`src/rtl/regfile_sb_if.sv`:
```
// regfile_sb_if: pipeline-side bundle for the scoreboarded register file.
// master = ID/MEM_WB stages, slave = the register file itself.
interface regfile_sb_if #(
  parameter int DATA_W = 32,
  parameter int ADDR_W = 5,
  parameter int TAG_W  = 4
);
  logic              init_done;

  // Handshake: each *_flag qualifies its address/tag/data fields for exactly one
  // rising edge. The register file never stalls a flag, so there is no back-pressure.
  // Reads are combinational: rdN_ready=1 means rdN_data is a valid operand this
  // cycle. rdN_ready=0 means the consumer waits for the producer named by rdN_tag.
  logic              rsv_flag;
  logic [ADDR_W-1:0] rsv_addr;
  logic [TAG_W-1:0]  rsv_tag;

  logic              wb_flag;
  logic [ADDR_W-1:0] wb_addr;
  logic [TAG_W-1:0]  wb_tag;
  logic [DATA_W-1:0] wb_data;

  logic              flush;

  logic              rd1_flag;
  logic [ADDR_W-1:0] rd1_addr;
  logic [DATA_W-1:0] rd1_data;
  logic              rd1_ready;
  logic [TAG_W-1:0]  rd1_tag;

  logic              rd2_flag;
  logic [ADDR_W-1:0] rd2_addr;
  logic [DATA_W-1:0] rd2_data;
  logic              rd2_ready;
  logic [TAG_W-1:0]  rd2_tag;

  modport master (
    input  init_done,
    output rsv_flag, rsv_addr, rsv_tag,
    output wb_flag, wb_addr, wb_tag, wb_data,
    output flush,
    output rd1_flag, rd1_addr,
    input  rd1_data, rd1_ready, rd1_tag,
    output rd2_flag, rd2_addr,
    input  rd2_data, rd2_ready, rd2_tag
  );

  modport slave (
    output init_done,
    input  rsv_flag, rsv_addr, rsv_tag,
    input  wb_flag, wb_addr, wb_tag, wb_data,
    input  flush,
    input  rd1_flag, rd1_addr,
    output rd1_data, rd1_ready, rd1_tag,
    input  rd2_flag, rd2_addr,
    output rd2_data, rd2_ready, rd2_tag
  );
endinterface

```
`src/rtl/regfile_sb.sv`:
```
// regfile_sb: integer register file with per-register busy/tag scoreboard and a post-reset zeroing sweep.
// Optional same-cycle writeback forwarding to the read ports is enabled by defining REGFILE_WB_BYPASS_EN.
module regfile_sb #(
  parameter int DATA_W = 32,
  parameter int ADDR_W = 5,
  parameter int TAG_W  = 4
) (
  input  logic        clk,
  input  logic        rst,
  output logic        dbg_state_o,
  regfile_sb_if.slave bus
);
  localparam int DEPTH = 2 ** ADDR_W;
  localparam logic [ADDR_W-1:0] LAST_IDX = ADDR_W'(DEPTH - 1);

  typedef enum logic {
    S_INIT = 1'b0,
    S_RUN  = 1'b1
  } state_e;

  state_e                        state_q, state_d;
  logic [ADDR_W-1:0]             cnt_q, cnt_d;
  logic [DEPTH-1:0]              busy_q, busy_d;
  logic [DEPTH-1:0][TAG_W-1:0]   tag_q, tag_d;
  logic [DATA_W-1:0]             regs_q [DEPTH];

  logic                          sweep_we;
  logic                          wb_we;
  logic                          wb_live;
  logic                          rsv_live;
  logic                          init_done;

  assign wb_live     = bus.wb_flag && (bus.wb_addr != '0);
  assign rsv_live    = bus.rsv_flag && (bus.rsv_addr != '0);
  assign init_done   = (state_q == S_RUN);
  assign dbg_state_o = logic'(state_q);
  assign bus.init_done = init_done;

  always_ff @(posedge clk or negedge rst) begin
    if (!rst) begin
      state_q <= S_INIT;
      cnt_q   <= '0;
      busy_q  <= '0;
      tag_q   <= '0;
    end else begin
      state_q <= state_d;
      cnt_q   <= cnt_d;
      busy_q  <= busy_d;
      tag_q   <= tag_d;
    end
  end

  // Order inside RUN matters: flush, then tag-matched release, then reservation,
  // so a same-edge reservation always survives both.
  always_comb begin
    state_d  = state_q;
    cnt_d    = cnt_q;
    busy_d   = busy_q;
    tag_d    = tag_q;
    sweep_we = 1'b0;
    wb_we    = 1'b0;
    case (state_q)
      S_INIT: begin
        sweep_we = 1'b1;
        cnt_d    = cnt_q + ADDR_W'(1);
        if (cnt_q == LAST_IDX) begin
          state_d = S_RUN;
        end
      end
      S_RUN: begin
        wb_we = wb_live;
        if (bus.flush) begin
          busy_d = '0;
        end
        if (wb_live && busy_q[bus.wb_addr] && (tag_q[bus.wb_addr] == bus.wb_tag)) begin
          busy_d[bus.wb_addr] = 1'b0;
        end
        if (rsv_live) begin
          busy_d[bus.rsv_addr] = 1'b1;
          tag_d[bus.rsv_addr]  = bus.rsv_tag;
        end
      end
      default: begin
        state_d = S_INIT;
        cnt_d   = '0;
      end
    endcase
  end

  // Storage has no reset; the INIT sweep is what makes its contents defined.
  always_ff @(posedge clk) begin
    if (sweep_we) begin
      regs_q[cnt_q] <= '0;
    end else if (wb_we) begin
      regs_q[bus.wb_addr] <= bus.wb_data;
    end
  end

  logic [1:0]                    rd_flag;
  logic [1:0][ADDR_W-1:0]        rd_addr;
  logic [1:0]                    rd_byp;
  logic [1:0][DATA_W-1:0]        rd_data;
  logic [1:0]                    rd_ready;
  logic [1:0][TAG_W-1:0]         rd_tag;

  assign rd_flag = {bus.rd2_flag, bus.rd1_flag};
  assign rd_addr = {bus.rd2_addr, bus.rd1_addr};

`ifdef REGFILE_WB_BYPASS_EN
  // Forward only a writeback that will actually satisfy the stored state:
  // a stale tag against a live reservation must not look ready.
  always_comb begin
    rd_byp = '0;
    for (int p = 0; p < 2; p++) begin
      rd_byp[p] = wb_live && (bus.wb_addr == rd_addr[p]) &&
                  (!busy_q[rd_addr[p]] || (tag_q[rd_addr[p]] == bus.wb_tag));
    end
  end
`else
  assign rd_byp = '0;
`endif

  always_comb begin
    rd_data  = '0;
    rd_ready = '0;
    rd_tag   = '0;
    for (int p = 0; p < 2; p++) begin
      if (init_done && rd_flag[p]) begin
        if (rd_addr[p] == '0) begin
          rd_ready[p] = 1'b1;
        end else if (rd_byp[p]) begin
          rd_data[p]  = bus.wb_data;
          rd_ready[p] = 1'b1;
        end else begin
          rd_data[p]  = regs_q[rd_addr[p]];
          rd_ready[p] = !busy_q[rd_addr[p]];
          rd_tag[p]   = busy_q[rd_addr[p]] ? tag_q[rd_addr[p]] : '0;
        end
      end
    end
  end

  assign bus.rd1_data  = rd_data[0];
  assign bus.rd1_ready = rd_ready[0];
  assign bus.rd1_tag   = rd_tag[0];
  assign bus.rd2_data  = rd_data[1];
  assign bus.rd2_ready = rd_ready[1];
  assign bus.rd2_tag   = rd_tag[1];
endmodule

```
`src/flat_wrapper.sv`:
```
// flat-port wrapper written by rule: the top's interface ports become plain ports
module regfile_sb_flat 
#(
  parameter int DATA_W = 32,
  parameter int ADDR_W = 5,
  parameter int TAG_W  = 4
)
  (clk, rst, dbg_state_o, bus_init_done, bus_rsv_flag, bus_rsv_addr, bus_rsv_tag, bus_wb_flag, bus_wb_addr, bus_wb_tag, bus_wb_data, bus_flush, bus_rd1_flag, bus_rd1_addr, bus_rd1_data, bus_rd1_ready, bus_rd1_tag, bus_rd2_flag, bus_rd2_addr, bus_rd2_data, bus_rd2_ready, bus_rd2_tag);
  regfile_sb_if #(.DATA_W(DATA_W), .ADDR_W(ADDR_W), .TAG_W(TAG_W)) bus_i ();
  input  logic clk;
  input  logic rst;
  output logic dbg_state_o;
  output wire logic [$bits(bus_i.init_done)-1:0] bus_init_done;
  input wire logic [$bits(bus_i.rsv_flag)-1:0] bus_rsv_flag;
  input wire logic [$bits(bus_i.rsv_addr)-1:0] bus_rsv_addr;
  input wire logic [$bits(bus_i.rsv_tag)-1:0] bus_rsv_tag;
  input wire logic [$bits(bus_i.wb_flag)-1:0] bus_wb_flag;
  input wire logic [$bits(bus_i.wb_addr)-1:0] bus_wb_addr;
  input wire logic [$bits(bus_i.wb_tag)-1:0] bus_wb_tag;
  input wire logic [$bits(bus_i.wb_data)-1:0] bus_wb_data;
  input wire logic [$bits(bus_i.flush)-1:0] bus_flush;
  input wire logic [$bits(bus_i.rd1_flag)-1:0] bus_rd1_flag;
  input wire logic [$bits(bus_i.rd1_addr)-1:0] bus_rd1_addr;
  output wire logic [$bits(bus_i.rd1_data)-1:0] bus_rd1_data;
  output wire logic [$bits(bus_i.rd1_ready)-1:0] bus_rd1_ready;
  output wire logic [$bits(bus_i.rd1_tag)-1:0] bus_rd1_tag;
  input wire logic [$bits(bus_i.rd2_flag)-1:0] bus_rd2_flag;
  input wire logic [$bits(bus_i.rd2_addr)-1:0] bus_rd2_addr;
  output wire logic [$bits(bus_i.rd2_data)-1:0] bus_rd2_data;
  output wire logic [$bits(bus_i.rd2_ready)-1:0] bus_rd2_ready;
  output wire logic [$bits(bus_i.rd2_tag)-1:0] bus_rd2_tag;
  assign bus_init_done = bus_i.init_done;
  assign bus_i.rsv_flag = bus_rsv_flag;
  assign bus_i.rsv_addr = bus_rsv_addr;
  assign bus_i.rsv_tag = bus_rsv_tag;
  assign bus_i.wb_flag = bus_wb_flag;
  assign bus_i.wb_addr = bus_wb_addr;
  assign bus_i.wb_tag = bus_wb_tag;
  assign bus_i.wb_data = bus_wb_data;
  assign bus_i.flush = bus_flush;
  assign bus_i.rd1_flag = bus_rd1_flag;
  assign bus_i.rd1_addr = bus_rd1_addr;
  assign bus_rd1_data = bus_i.rd1_data;
  assign bus_rd1_ready = bus_i.rd1_ready;
  assign bus_rd1_tag = bus_i.rd1_tag;
  assign bus_i.rd2_flag = bus_rd2_flag;
  assign bus_i.rd2_addr = bus_rd2_addr;
  assign bus_rd2_data = bus_i.rd2_data;
  assign bus_rd2_ready = bus_i.rd2_ready;
  assign bus_rd2_tag = bus_i.rd2_tag;
  regfile_sb #(.DATA_W(DATA_W), .ADDR_W(ADDR_W), .TAG_W(TAG_W)) u_core (.clk(clk), .rst(rst), .dbg_state_o(dbg_state_o), .bus(bus_i));
endmodule
```
`config.mk`:
```
export PLATFORM = sky130hd
export DESIGN_NAME = regfile_sb_flat
export DESIGN_NICKNAME = d
export VERILOG_FILES = /design/src/rtl/regfile_sb_if.sv /design/src/rtl/regfile_sb.sv /design/src/flat_wrapper.sv
export SDC_FILE = /design/constraint.sdc
export NUM_CORES = 2
export LEC_CHECK = 0
export CORE_MARGIN = 5
export CORE_UTILIZATION = 64
export CTS_CLUSTER_SIZE = 30
export DETAILED_ROUTE_END_ITERATION = 10
export DONT_BUFFER_PORTS = 1
export PLACE_DENSITY = 0.8
export RECOVER_POWER = 50
export SLEW_MARGIN = 15
export SYNTH_ARGS = -nofsm -noshare
export SYNTH_HDL_FRONTEND = slang
export SYNTH_SLANG_ARGS = --single-unit
```
`constraint.sdc`:
```
create_clock -name clk -period 3.87 [get_ports clk]
set_input_delay 0 -clock clk [delete_from_list [all_inputs] [get_ports clk]]
set_output_delay 0 -clock clk [all_outputs]
set_load 0.05 [all_outputs]
```
Word level (Yosys, flattened, before mapping)
Memories as Yosys holds them, arrays and structs flattened.
Index checks and enable logic that the tools add are counted.
- add/subtract/negate cells: 1
- magnitude comparators: 6
- multiplexer cells: 48
- equal/unequal tests: 2
- reduce and logical (&&, ||, !) cells: 16
- bitwise gates (word level): 3
- operators with widths (kind ; count):
    32-bit two-way mux ; 10
    128-bit bitwise mux ; 1
    4-bit binary-select mux with 5-bit select ; 3
    4-bit two-way mux ; 10
    32-bit bitwise AND ; 1
    32-bit inverter ; 1
    32-bit OR ; 1
    32-bit OR reduction ; 1
    5-bit by 6-bit less-than comparator with 1-bit output, second input constant ; 4
    4-bit demux with 5-bit select ; 1
    1-bit two-way mux ; 17
    1-bit binary-select mux with 5-bit select ; 3
    1-bit demux with 5-bit select ; 2
    5-bit by 1-bit greater-or-equal comparator with 1-bit output, second input constant ; 2
    5-bit zero test ; 2
    5-bit nonzero test ; 2
    1-bit logical AND ; 8
    5-bit by 1-bit adder with 5-bit output, second input constant ; 1
    5-bit == test, second input constant ; 1
    5-bit two-way mux ; 1
    4-bit == test ; 1
    1-bit zero test ; 2
    2-bit AND reduction ; 1
- word-level logic and storage cells: 112
- output and inout port bits: 76
- input bits: 67
- register bits: 166
- memory bits (writable): 1024
- memories kept: 1
- memory list (name ; words ; bits a word ; rd ports ; clocked after Yosys merged registers in ; write ports ; RTL line ; text):
    u_core.regs_q ; 32 ; 32 ; 2 ; 0 ; 1 ; regfile_sb.sv:25 ; logic [DATA_W-1:0] regs_q [DEPTH];

Depth between registers and ports, before layout
- depth in word-level cells: 10
- depth in mapped cells: 11
- depth with buffers taken out: 7

Least setup slack after synthesis
Ideal clock, no wire load.
- kind: register to register
- from: reg u_core.state_q, in the netlist u_core.bus.init_done
- to: mem u_core.regs_q[1][0] (enable)
- arrival time: 3.194 ns
- buffers on the path: 2
- data required time: 3.449 ns
- setup time: 0.421 ns
- path slack: 0.255 ns
- stages on the path, launching flop included: 7
- cells stage by stage: dfrtp_1 clkbuf_1 nand2_1 a21oi_2 clkbuf_1 a21oi_1 nor2_1
- cells in the longest elaborated chain, start to end: 6
- ends and longest elaborated chain (element ; RTL line ; text):
    start, declared ; regfile_sb.sv:21 ; state_e state_q, state_d;
    start signal, assigned ; regfile_sb.sv:46 ; state_q <= state_d;
    1-bit two-way mux ; regfile_sb.sv:62 ; case (state_q)
    1-bit two-way mux ; regfile_sb.sv:94 ; end else if (wb_we) begin
    1-bit two-way mux ; regfile_sb.sv:92 ; if (sweep_we) begin
    1-bit two-way mux (not written as such) ; regfile_sb.sv:95 ; regs_q[bus.wb_addr] <= bus.wb_data;
    32-bit OR reduction (no line) ; n/a ;
    5-bit two-way mux (no line) or 1-bit two-way mux (tied branches) ; n/a ;
    end, declared ; regfile_sb.sv:25 ;
Parallel ways exist; a longest one is shown, timed or not.

Final worst setup path
- from: in bus_wb_addr[4]
- to: mem u_core.regs_q[30][27] (enable)
- cells in the longest elaborated chain, start to end: 8
- ends and longest elaborated chain (element ; RTL line ; text):
    start, declared ; flat_wrapper.sv:18 ; input wire logic [$bits(bus_i.wb_addr)-1:0] bus_wb_addr;
    5-bit nonzero test ; regfile_sb.sv:33 ; assign wb_live = bus.wb_flag && (bus.wb_addr != '0);
    1-bit logical AND ; regfile_sb.sv:33 ;
    1-bit two-way mux ; regfile_sb.sv:62 ;
    1-bit two-way mux ; regfile_sb.sv:94 ;
    1-bit two-way mux ; regfile_sb.sv:92 ;
    1-bit two-way mux (not written as such) ; regfile_sb.sv:95 ;
    32-bit OR reduction (no line) ; n/a ;
    5-bit two-way mux (no line) or 1-bit two-way mux (tied branches) ; n/a ;
Parallel ways exist; a longest one is shown, timed or not.

==> impl_metrics.tcl <==
set metrics [dict create \
    rsz0062_at_grt "false" \
    syn_nets 3119 \
    clk_pin_slew_worst_paths_ns 0.06 \
    fin_ws_ns 0.1059 \
    io_buffers 0 \
    cts_max_level 3 \
    synth-seq-area-share_pct 60.03 \
    grt_pass1_wl_um 254700 \
    grtUsageTotal_pct 36.26 \
    ir_worst_vdd_uv 401.4 \
    ys_seq_elements 1190 \
    dp_slack_ns 1.110 \
    core_area_um2 90150 \
    clock_latency_ns 0.73 \
    drc 0 \
    worst-path-max-fanout 25 \
    setup_viol 0 \
    whs_path_depth 4 \
    final_util_pct 71.13 \
    yosysWarnings 0 \
    num-fill-cells 5270 \
    drtIter0Drc 5957 \
    worst_ep_arrival_time_ns 4.13 \
    hold_viol 0 \
    tightest_slew_ns 2.369 \
    grt_max_degree 346 \
    fin_crit_ns 3.764 \
    area_growth_syn_to_layout_pct 10.28 \
    cp.required_ns 4.24 \
    routed_wl_um 176000 \
    first_pass_iters 9 \
    layout_common_cells "edfxtp_1 (1024), mux4_2 (645), mux2i_1 (214)" \
    numCtsBuffers 116 \
    ff2ff_path_depth 9 \
    num-nets-final 3162 \
    critPathCaptureType "flop" \
    syn_area_um2 58150 \
    dieArea_um2 96980 \
    powerDensity_nw_per_um2 430.3 \
    routabilityCongestion 0.9438 \
    antenna_found_initial 9 \
    max-cap-violations 5 \
    die_w_um 311.4 \
    slew_headroom_pct -57.91 \
    cts_setup_buffers 0 \
    place_hpwl_um 93880 \
    critPathKind "in2reg" \
    power_mw 27.59 \
    wl_per_cell_um 40.24 \
    synth-edff-count 1024 \
    cts_sinks 1190 \
    violations "max-capacitance violations, max-slew violations" \
    p_leak_nw 22.92 \
    syn_avg_cell_area_um2 19.06 \
    viasPerCell 8.059 \
    hp-class "in2reg" \
    min_period_over_period_pct 97.26 \
    setup_tns_ns 0 \
    first_global_vias 36020 \
    synthCells 3050 \
    antenna_left 0 \
    crit_top_cell "a21oi_1" \
    initial_core_util_pct 64.50 \
    crit_chain "dlygate4sd3_1, nor3_1, buf_4, a21oi_1, a21oi_1, nor2_2, buf_12" \
    die_h_um 311.4 \
    pin_count 143 \
    async_reset_ff_share_pct 13.95 \
    placement_rows 110 \
    status "finished, violations left" \
    final_common_cell "edfxtp_1" \
    cts_root_buf "clkbuf_16" \
    cts_max_path_buffers 3 \
    skew_ns 0.03042 \
    vias 35240 \
    slowest_stage "a21oi_1" \
    finalMaxSlewViolations 233 \
    max_freq_ghz 0.2657 \
    drive_gt1_share_pct 37.05 \
    critPathLaunchType "input pin" \
    gr-total-overflow 0 \
    cts_tree "yes" \
    ys.flop_type "edfxtp_1" \
    slowest_delay_ns 1.06 \
    ys_types 59 \
]
[cell type report]
cell class	instances	area (um^2)	area share, %
clock buffers	143	3107	4.845
clock inverters	70	591.8	0.9229
repair buffers	182	1614	2.517
flip-flops and latches	1190	34900	54.43
multi-input cells	1593	22380	34.90
inverters	10	37.54	0.05854
diodes	9	22.52	0.03512
well taps	1176	1471	2.295
[Yosys cell counts (all sizes together), types with 2 or more instances]
cell	instances	share of area, %
and3b	2	0.030
buf	114	1.1
a211o	8	0.12
clkbuf	143	0.92
mux2i	214	3.7
dfrtp	166	7.1
nor4	13	0.24
and3	2	0.022
or2	4	0.043
edfxtp	1024	53
nand4b	7	0.13
a211oi	14	0.18
nor4b	4	0.060
or4b	4	0.069
nand4	2	0.022
and2	35	0.38
o221ai	23	0.35
nor2	125	0.81
nand2b	10	0.11
nor3b	5	0.065
o22ai	64	0.69
mux2	168	3.3
a21oi	53	0.46
o21ai	5	0.043
inv	10	0.065
nor2b	9	0.097
o211ai	8	0.10
a22o	7	0.11
nand3	7	0.060
a21boi	2	0.026
mux4	645	25
xnor2	3	0.045
a31oi	25	0.27
nand3b	4	0.052
o32ai	5	0.075
nand2	31	0.20
nor3	25	0.22
ha	2	0.043
nand4bb	5	0.097
a22oi	15	0.19
a221oi	25	0.38
or4	2	0.032
nor4bb	2	0.034
or3	2	0.022
xor2	2	0.056
[cells by family after synthesis]
kind of cell    synth area share [%]
compound gates                 3.045
xor+xnor                      0.1011
fa+ha+maj                    0.04303
buf+inv                        2.044
flops                          60.03
mux                            31.92
simple gates                   2.819
[worst paths after layout]
path                                   from                     to  slack, ns
hold reg to reg             u_core.tag_q[3]        u_core.tag_q[3]       0.43
setup / recovery             bus_wb_addr[4]  u_core.regs_q[30][27]       0.11
min in group asynchronous               rst       u_core.tag_q[42]       0.65
hold / removal              bus_rsv_addr[0]      u_core.busy_q[27]       0.06
max in group asynchronous               rst       u_core.tag_q[95]       1.77
setup reg to reg           u_core.tag_q[21]      u_core.busy_q[27]       0.13
[routing by layer]
layer / part of all wire [%] / global-route usage, %
met2: 47 / 55.18
met3: 14 / 11.49
met1: 33 / 48.94
met5: 0.098 / 0.7411
met4: 5.6 / 16.61
[sequential cells by signal, summed over array words and instances, names as in the netlist]
register and cells:
u_core.regs_q 1024, u_core.tag_q 128, u_core.busy_q 32, u_core.cnt_q 5, u_core.bus.init_done 1
[where the power goes]
part           switching, mW  leakage (nW)  total, mW  internal, mW
clock                   4.96          1.81       11.2          6.26
combinational           1.10          8.22       2.13          1.03
sequential             0.133          12.9       14.2          14.1
total                   6.19          22.9       27.6          21.4
[critical path, delay by kind of cell]
| kind | cells | cell delay, ns |
|---|---|---|
| simple gates | 2 | 1.05 |
| compound gates | 2 | 1.62 |
| buf+inv | 3 | 1.43 |
[metrics by stage]
stage               area (um^2)  cells  hold slack [ns]
global route              64110   4367          0.06072
finish                    64120   4373          0.06419
detailed placement        60020   4106          -0.2907
floorplan                 58150   3050          -0.2956
CTS                       64120   4356         0.001419
global placement          60020   4106          -0.2910
[timing repair]
action	CTS	global route
gates resized for setup	0	1
endpoints found under the hold margin	385	256
setup endpoints to repair	0	1
hold buffers	37	8
Power figures use the tool's default switching activity.
